--- config.mk ---
export PLATFORM = sky130hd
export DESIGN_NAME = audio_sample_sequencer
export DESIGN_NICKNAME = d
export VERILOG_FILES = /design/src/rtl/audio_sample_sequencer.sv
export SDC_FILE = /design/constraint.sdc
export NUM_CORES = 1
export LEC_CHECK = 0
export ABC_CLOCK_PERIOD_IN_PS = 2900
export BUFFER_PORTS_ARGS = -buffer_cell sky130_fd_sc_hd__clkbuf_2
export CAP_MARGIN = 10
export CORE_ASPECT_RATIO = 0.9
export CORE_MARGIN = 1.5
export CORE_UTILIZATION = 35
export DETAILED_ROUTE_END_ITERATION = 10
export PLACE_DENSITY = 0.66
export SYNTH_ARGS = -nofsm -noshare
export SYNTH_HDL_FRONTEND = slang
export SYNTH_SLANG_ARGS = --single-unit
export TNS_END_PERCENT = 50
--- constraint.sdc ---
create_clock -name clk -period 2.9 [get_ports clk]
set_clock_uncertainty 0.05 [all_clocks]
set_input_delay 0.725 -clock clk [delete_from_list [all_inputs] [get_ports clk]]
set_output_delay 0.725 -clock clk [all_outputs]
set_load 0.02 [all_outputs]
--- src/rtl/audio_sample_sequencer.sv ---
// rtl/audio_sample_sequencer.sv - flash word sequencer that splits 32-bit words into 16-bit audio samples
//
// Purpose:
//   Requests 32-bit words from the flash reader, splits each word into two
//   16-bit samples and issues one sample per sample_tick. Supports pause,
//   reverse playback, restart and wrap-around within [START_ADDR, END_ADDR].
//
// Ports:
//   clk          in   system clock
//   reset        in   synchronous active-low reset
//   sample_tick  in   1-cycle strobe at the audio sample rate
//   play         in   1 = run, 0 = pause
//   reverse      in   1 = descending addresses, high half first
//   restart      in   1-cycle pulse: jump to START_ADDR (fwd) / END_ADDR (rev)
//   read_start   out  read request to the flash reader
//   read_addr    out  word address of the request
//   read_data    in   word returned by the flash reader
//   read_done    in   read_data valid this cycle
//   sample_out   out  current audio sample (registered)
//   sample_valid out  1-cycle pulse when sample_out updates
//   underrun     out  1-cycle pulse when a tick is lost

module audio_sample_sequencer #(
  parameter int                ADDR_W     = 24,
  parameter logic [ADDR_W-1:0] START_ADDR = 24'h000000,
  parameter logic [ADDR_W-1:0] END_ADDR   = 24'h07FFFF
) (
  input  logic              clk,
  input  logic              reset,
  input  logic              sample_tick,
  input  logic              play,
  input  logic              reverse,
  input  logic              restart,
  output logic              read_start,
  output logic [ADDR_W-1:0] read_addr,
  input  logic [31:0]       read_data,
  input  logic              read_done,
  output logic [15:0]       sample_out,
  output logic              sample_valid,
  output logic              underrun
);

  localparam logic [1:0] S_IDLE   = 2'd0;
  localparam logic [1:0] S_FETCH  = 2'd1;
  localparam logic [1:0] S_FIRST  = 2'd2;
  localparam logic [1:0] S_SECOND = 2'd3;

  localparam logic [ADDR_W-1:0] ADDR_ONE = 1;

  logic [1:0]        state;
  logic [31:0]       word;
  logic              word_rev;      // direction captured when the word entered FIRST
  logic              pending;       // one tick remembered while the word is not ready
  logic              restart_pend;  // restart seen during an in-flight fetch
  logic [ADDR_W-1:0] next_addr;
  logic [ADDR_W-1:0] restart_addr;
  logic [15:0]       first_half;
  logic [15:0]       second_half;
  logic              consume;

  always_comb begin
    restart_addr = reverse ? END_ADDR : START_ADDR;
    next_addr    = read_addr;
    if (reverse) begin
      next_addr = (read_addr == START_ADDR) ? END_ADDR : read_addr - ADDR_ONE;
    end else begin
      next_addr = (read_addr == END_ADDR) ? START_ADDR : read_addr + ADDR_ONE;
    end
    first_half  = word_rev ? word[31:16] : word[15:0];
    second_half = word_rev ? word[15:0]  : word[31:16];
    consume     = play && !restart && (sample_tick || pending);
  end

  always_ff @(posedge clk) begin
    if (!reset) begin
      state        <= S_IDLE;
      read_start   <= 1'b0;
      read_addr    <= START_ADDR;
      word         <= '0;
      word_rev     <= 1'b0;
      sample_out   <= '0;
      sample_valid <= 1'b0;
      underrun     <= 1'b0;
      pending      <= 1'b0;
      restart_pend <= 1'b0;
    end else begin
      sample_valid <= 1'b0;
      underrun     <= 1'b0;

      case (state)
        S_IDLE: begin
          if (restart) begin
            read_addr  <= restart_addr;
            pending    <= 1'b0;
            state      <= S_FETCH;
            read_start <= 1'b1;
          end else if (play) begin
            state      <= S_FETCH;
            read_start <= 1'b1;
          end
        end

        S_FETCH: begin
          // The flash handshake is never aborted; restart is deferred until done.
          if (!play) begin
            pending <= 1'b0;
          end else if (!restart && sample_tick) begin
            if (pending) underrun <= 1'b1;
            else         pending  <= 1'b1;
          end
          if (restart) restart_pend <= 1'b1;

          if (read_start && read_done) begin
            word       <= read_data;
            read_start <= 1'b0;
            if (restart_pend || restart) begin
              // Word discarded; the request is re-issued on the following cycle.
              read_addr    <= restart_addr;
              restart_pend <= 1'b0;
            end else begin
              word_rev <= reverse;
              state    <= S_FIRST;
            end
          end else if (!read_start) begin
            read_start <= 1'b1;
          end
        end

        S_FIRST, S_SECOND: begin
          if (restart) begin
            read_addr  <= restart_addr;
            pending    <= 1'b0;
            state      <= S_FETCH;
            read_start <= 1'b1;
          end else if (!play) begin
            pending <= 1'b0;
          end else if (consume) begin
            // A fresh tick arriving while an older one is queued is lost.
            if (sample_tick && pending) underrun <= 1'b1;
            pending      <= 1'b0;
            sample_valid <= 1'b1;
            if (state == S_FIRST) begin
              sample_out <= first_half;
              state      <= S_SECOND;
            end else begin
              sample_out <= second_half;
              read_addr  <= next_addr;
              state      <= S_FETCH;
              read_start <= 1'b1;
            end
          end
        end

        default: state <= S_IDLE;
      endcase
    end
  end

endmodule

==> reports/summary.txt <==
Leakage -> 2.16 nW
Setup TNS -> 0 ns
DRC -> 0
Synth warn -> 0
Fin crit share -> 91.7%
Total Nets Final -> 681
Initial core utilization -> 36.2%
# H-tree levels -> 3
Placer Congestion -> 0.956
Largest family of logic cells by synthesized area -> simple AND/OR/NAND/NOR gates
Post-synthesis mux area share -> 3.86%
Antenna viol nets, final -> 0
Area grow syn2layout -> 20.5%
Cell taking the most area after synthesis -> dfxtp_1
Total die area -> 13,300 um^2
Synth Area in XOR/XNOR -> 2.35%
Grt total ovfl -> 0
Crit start category -> register
Fraction of layout cells with a size suffix above 1 -> 22.7%
Total power -> 0.00284 W
Synth cell types -> 67
Post-synthesis sequential area ratio -> 36.3%
Top-area cell type share of the netlist area -> 36.3%
Largest net degree at the start of global routing -> 51
# diodes -> 0
Final hold vios -> 0
Top Ports -> 82
Core box area -> 12,200 um^2
Status -> completed
Synth Net Count -> 607
DRT Pass-1 Iters -> 5
CTS buffer count -> 9
Crit path buf inv count -> 0
Final wirelength -> 13,100 um
Clock latency on the worst-skew pair -> 0.34 ns
# rows -> 38
Vias/cell -> 5.61
Maximum vdd drop -> 0.322 mV
Port Buf Inserts -> 81
Most common cell after layout, fill and taps aside -> nand2_1
Fin. max-slew vios -> 0
First-pass GRT wire length -> 21,200 um
# Max-Cap Violations -> 0
Synth Register Bits -> 80
Postcts setup bufs -> 0
Setup CP Type -> reg2reg
Initial antenna violation count -> 0
Compound-Gate Fraction of Synth Area -> 23.0%
Power Dens Cells -> 535 nW/um^2
Worst-Margin Slew -> 0.692 ns
Worst rel slew slack -> 53.7%
Ranking of synthesized cells by area -> dfxtp_1 (36%), nand2_1 (9.2%), a21oi_1 (6.4%), mux2i_1 (3.9%), a211oi_1 (3.6%)
Number of enable flip-flop cells after synthesis -> 0
Die boundary height -> 110 um
All-Layer GR Usage -> 20.3%
Root Driver -> clkbuf_16
FMAX -> 376 MHz
Unrepaired setup endpoints after global routing -> false
CTS sink cnt -> 80
Async SR Flop Fraction -> 0%
CP top delay family -> compound AO/OA/AOI/OAI gates
Post-synthesis cell count -> 565
Worst Path Required -> 3.06 ns
Synth Cell Area -> 4410 um^2
Worst path max stage delay -> 0.53 ns
Final HPWL from detailed placement -> 9340 um
Ys flop type -> dfxtp_1
Clock Pin Slew Worst Setup and Hold Paths -> 0.06 ns
DIE WIDTH -> 121 um
Commonest cells after routing, fill and taps aside -> nand2_1 (108), clkbuf_2 (81), dfxtp_1 (80), a21oi_1 (56), nor2_1 (41)
Via count -> 4,501
Syn Area/Cell -> 7.81 um^2
CP endpoint kind -> register
Vias in the first global route -> 4,121
Synth Area in Adders -> 0.851%
Simple-Gate Fraction of Synth Area -> 28.1%
Clock tree buffer depth -> 2
CP arrival -> 2.82 ns
Minimum clock period -> 2.66 ns
Final setup fails -> 0
TritonCTS clock tree -> done
Hold Crit Class -> reg2reg
CTS resizes -> 0
WL/cell -> 16.3 um
Worst path cell trace -> ha_1 > nand2_1 > nor4_4 > a41o_1 > nor2_1 > a221oi_1 > mux2i_1
Post-CTS Hold Buffers -> 0
CP max FO -> 8
Initial drt markers -> 572
Crit-path slowest cell -> dfxtp_1
==> report_power, final <==
group	switching, W	leakage, nW	internal [W]
Combinational	0.000313	1.37	0.000187
Clock	0.000475	0.142	0.000668
Sequential	0.0000588	0.650	0.00114
==> state kept, by name (all words and copies together), names as in the netlist <==
signal and count:
word_rev 1, pending 1, sample_out 16, restart_pend 1
word 32, read_start 1, sample_valid 1, underrun 1
state 2, read_addr 24
==> per-layer routing <==
| layer | wire length [um] | global-route usage, % |
|---|---|---|
| met1 | 5900 | 27.0 |
| met4 | 378 | 8.82 |
| met5 | 0 | 0 |
| met2 | 5890 | 30.8 |
| met3 | 900 | 5.81 |
==> worst min-delay path: cells and delay by family (launching register included) <==
| family | cells | cell delay, ns |
|---|---|---|
| AND/OR/NAND/NOR | 1 | 0.05 |
| flip-flops | 1 | 0.31 |
| AO/OA/AOI/OAI | 1 | 0.05 |
==> synthesized netlist by cell type, drive strengths merged, types with 6 or more instances <==
cell type	number
a31oi	7
o21ai	23
clkbuf	25
a211oi	21
nor4	6
nand4	6
nor2	44
dfxtp	80
o211ai	6
a21oi	56
xnor2	6
nand2	109
nor3	17
and2	6
inv	10
nand3	16
mux2i	17
o22ai	8
buf	21
and3	8
==> final timing paths <==
path                start             to  slack, ns  cells after the start
max          read_addr[0]  read_addr[19]       0.24                      7
max reg2reg  read_addr[0]  read_addr[19]       0.24                      7
min reg2reg      word[11]       word[11]       0.40                      2
min              word[11]       word[11]       0.40                      2
==> final cells by class <==
class	count	area (um^2)
multi-input combinational	429	2570
sequential	80	1600
timing repair buffer	109	616
fill	1250	6850
tap	160	200
inverter	10	37.5
clock inverter	6	68.8
clock buffer	9	225
==> logic make-up (layout without fill, tap and decap cells) <==
| logic type | Yosys count | count (layout) |
|---|---|---|
| buffers and inverters | 56 | 134 |
| DFF | 80 | 80 |
| xor gates and xnor gates | 11 | 11 |
| muxes | 17 | 17 |
| AOI/OAI and AO/OA | 157 | 157 |
| adders and majority gates | 3 | 3 |
| and+or+nand+nor | 241 | 241 |
==> through the flow <==
step                      setup slack (ns)  hold WS (ns)  area [um^2]  std cells  utilization (%)
final                                0.242         0.402         5320        803             43.7
after global routing                 0.108         0.423         5320        803             43.7
after CTS                            0.317         0.405         5320        803             43.7
after detailed placement             0.171         0.396         5020        788             41.3
after global placement               0.259         0.392         5020        788             41.3
after floorplan                      0.475         0.386         4410        565                -
Note: power is estimated with default switching activity, not from simulation.
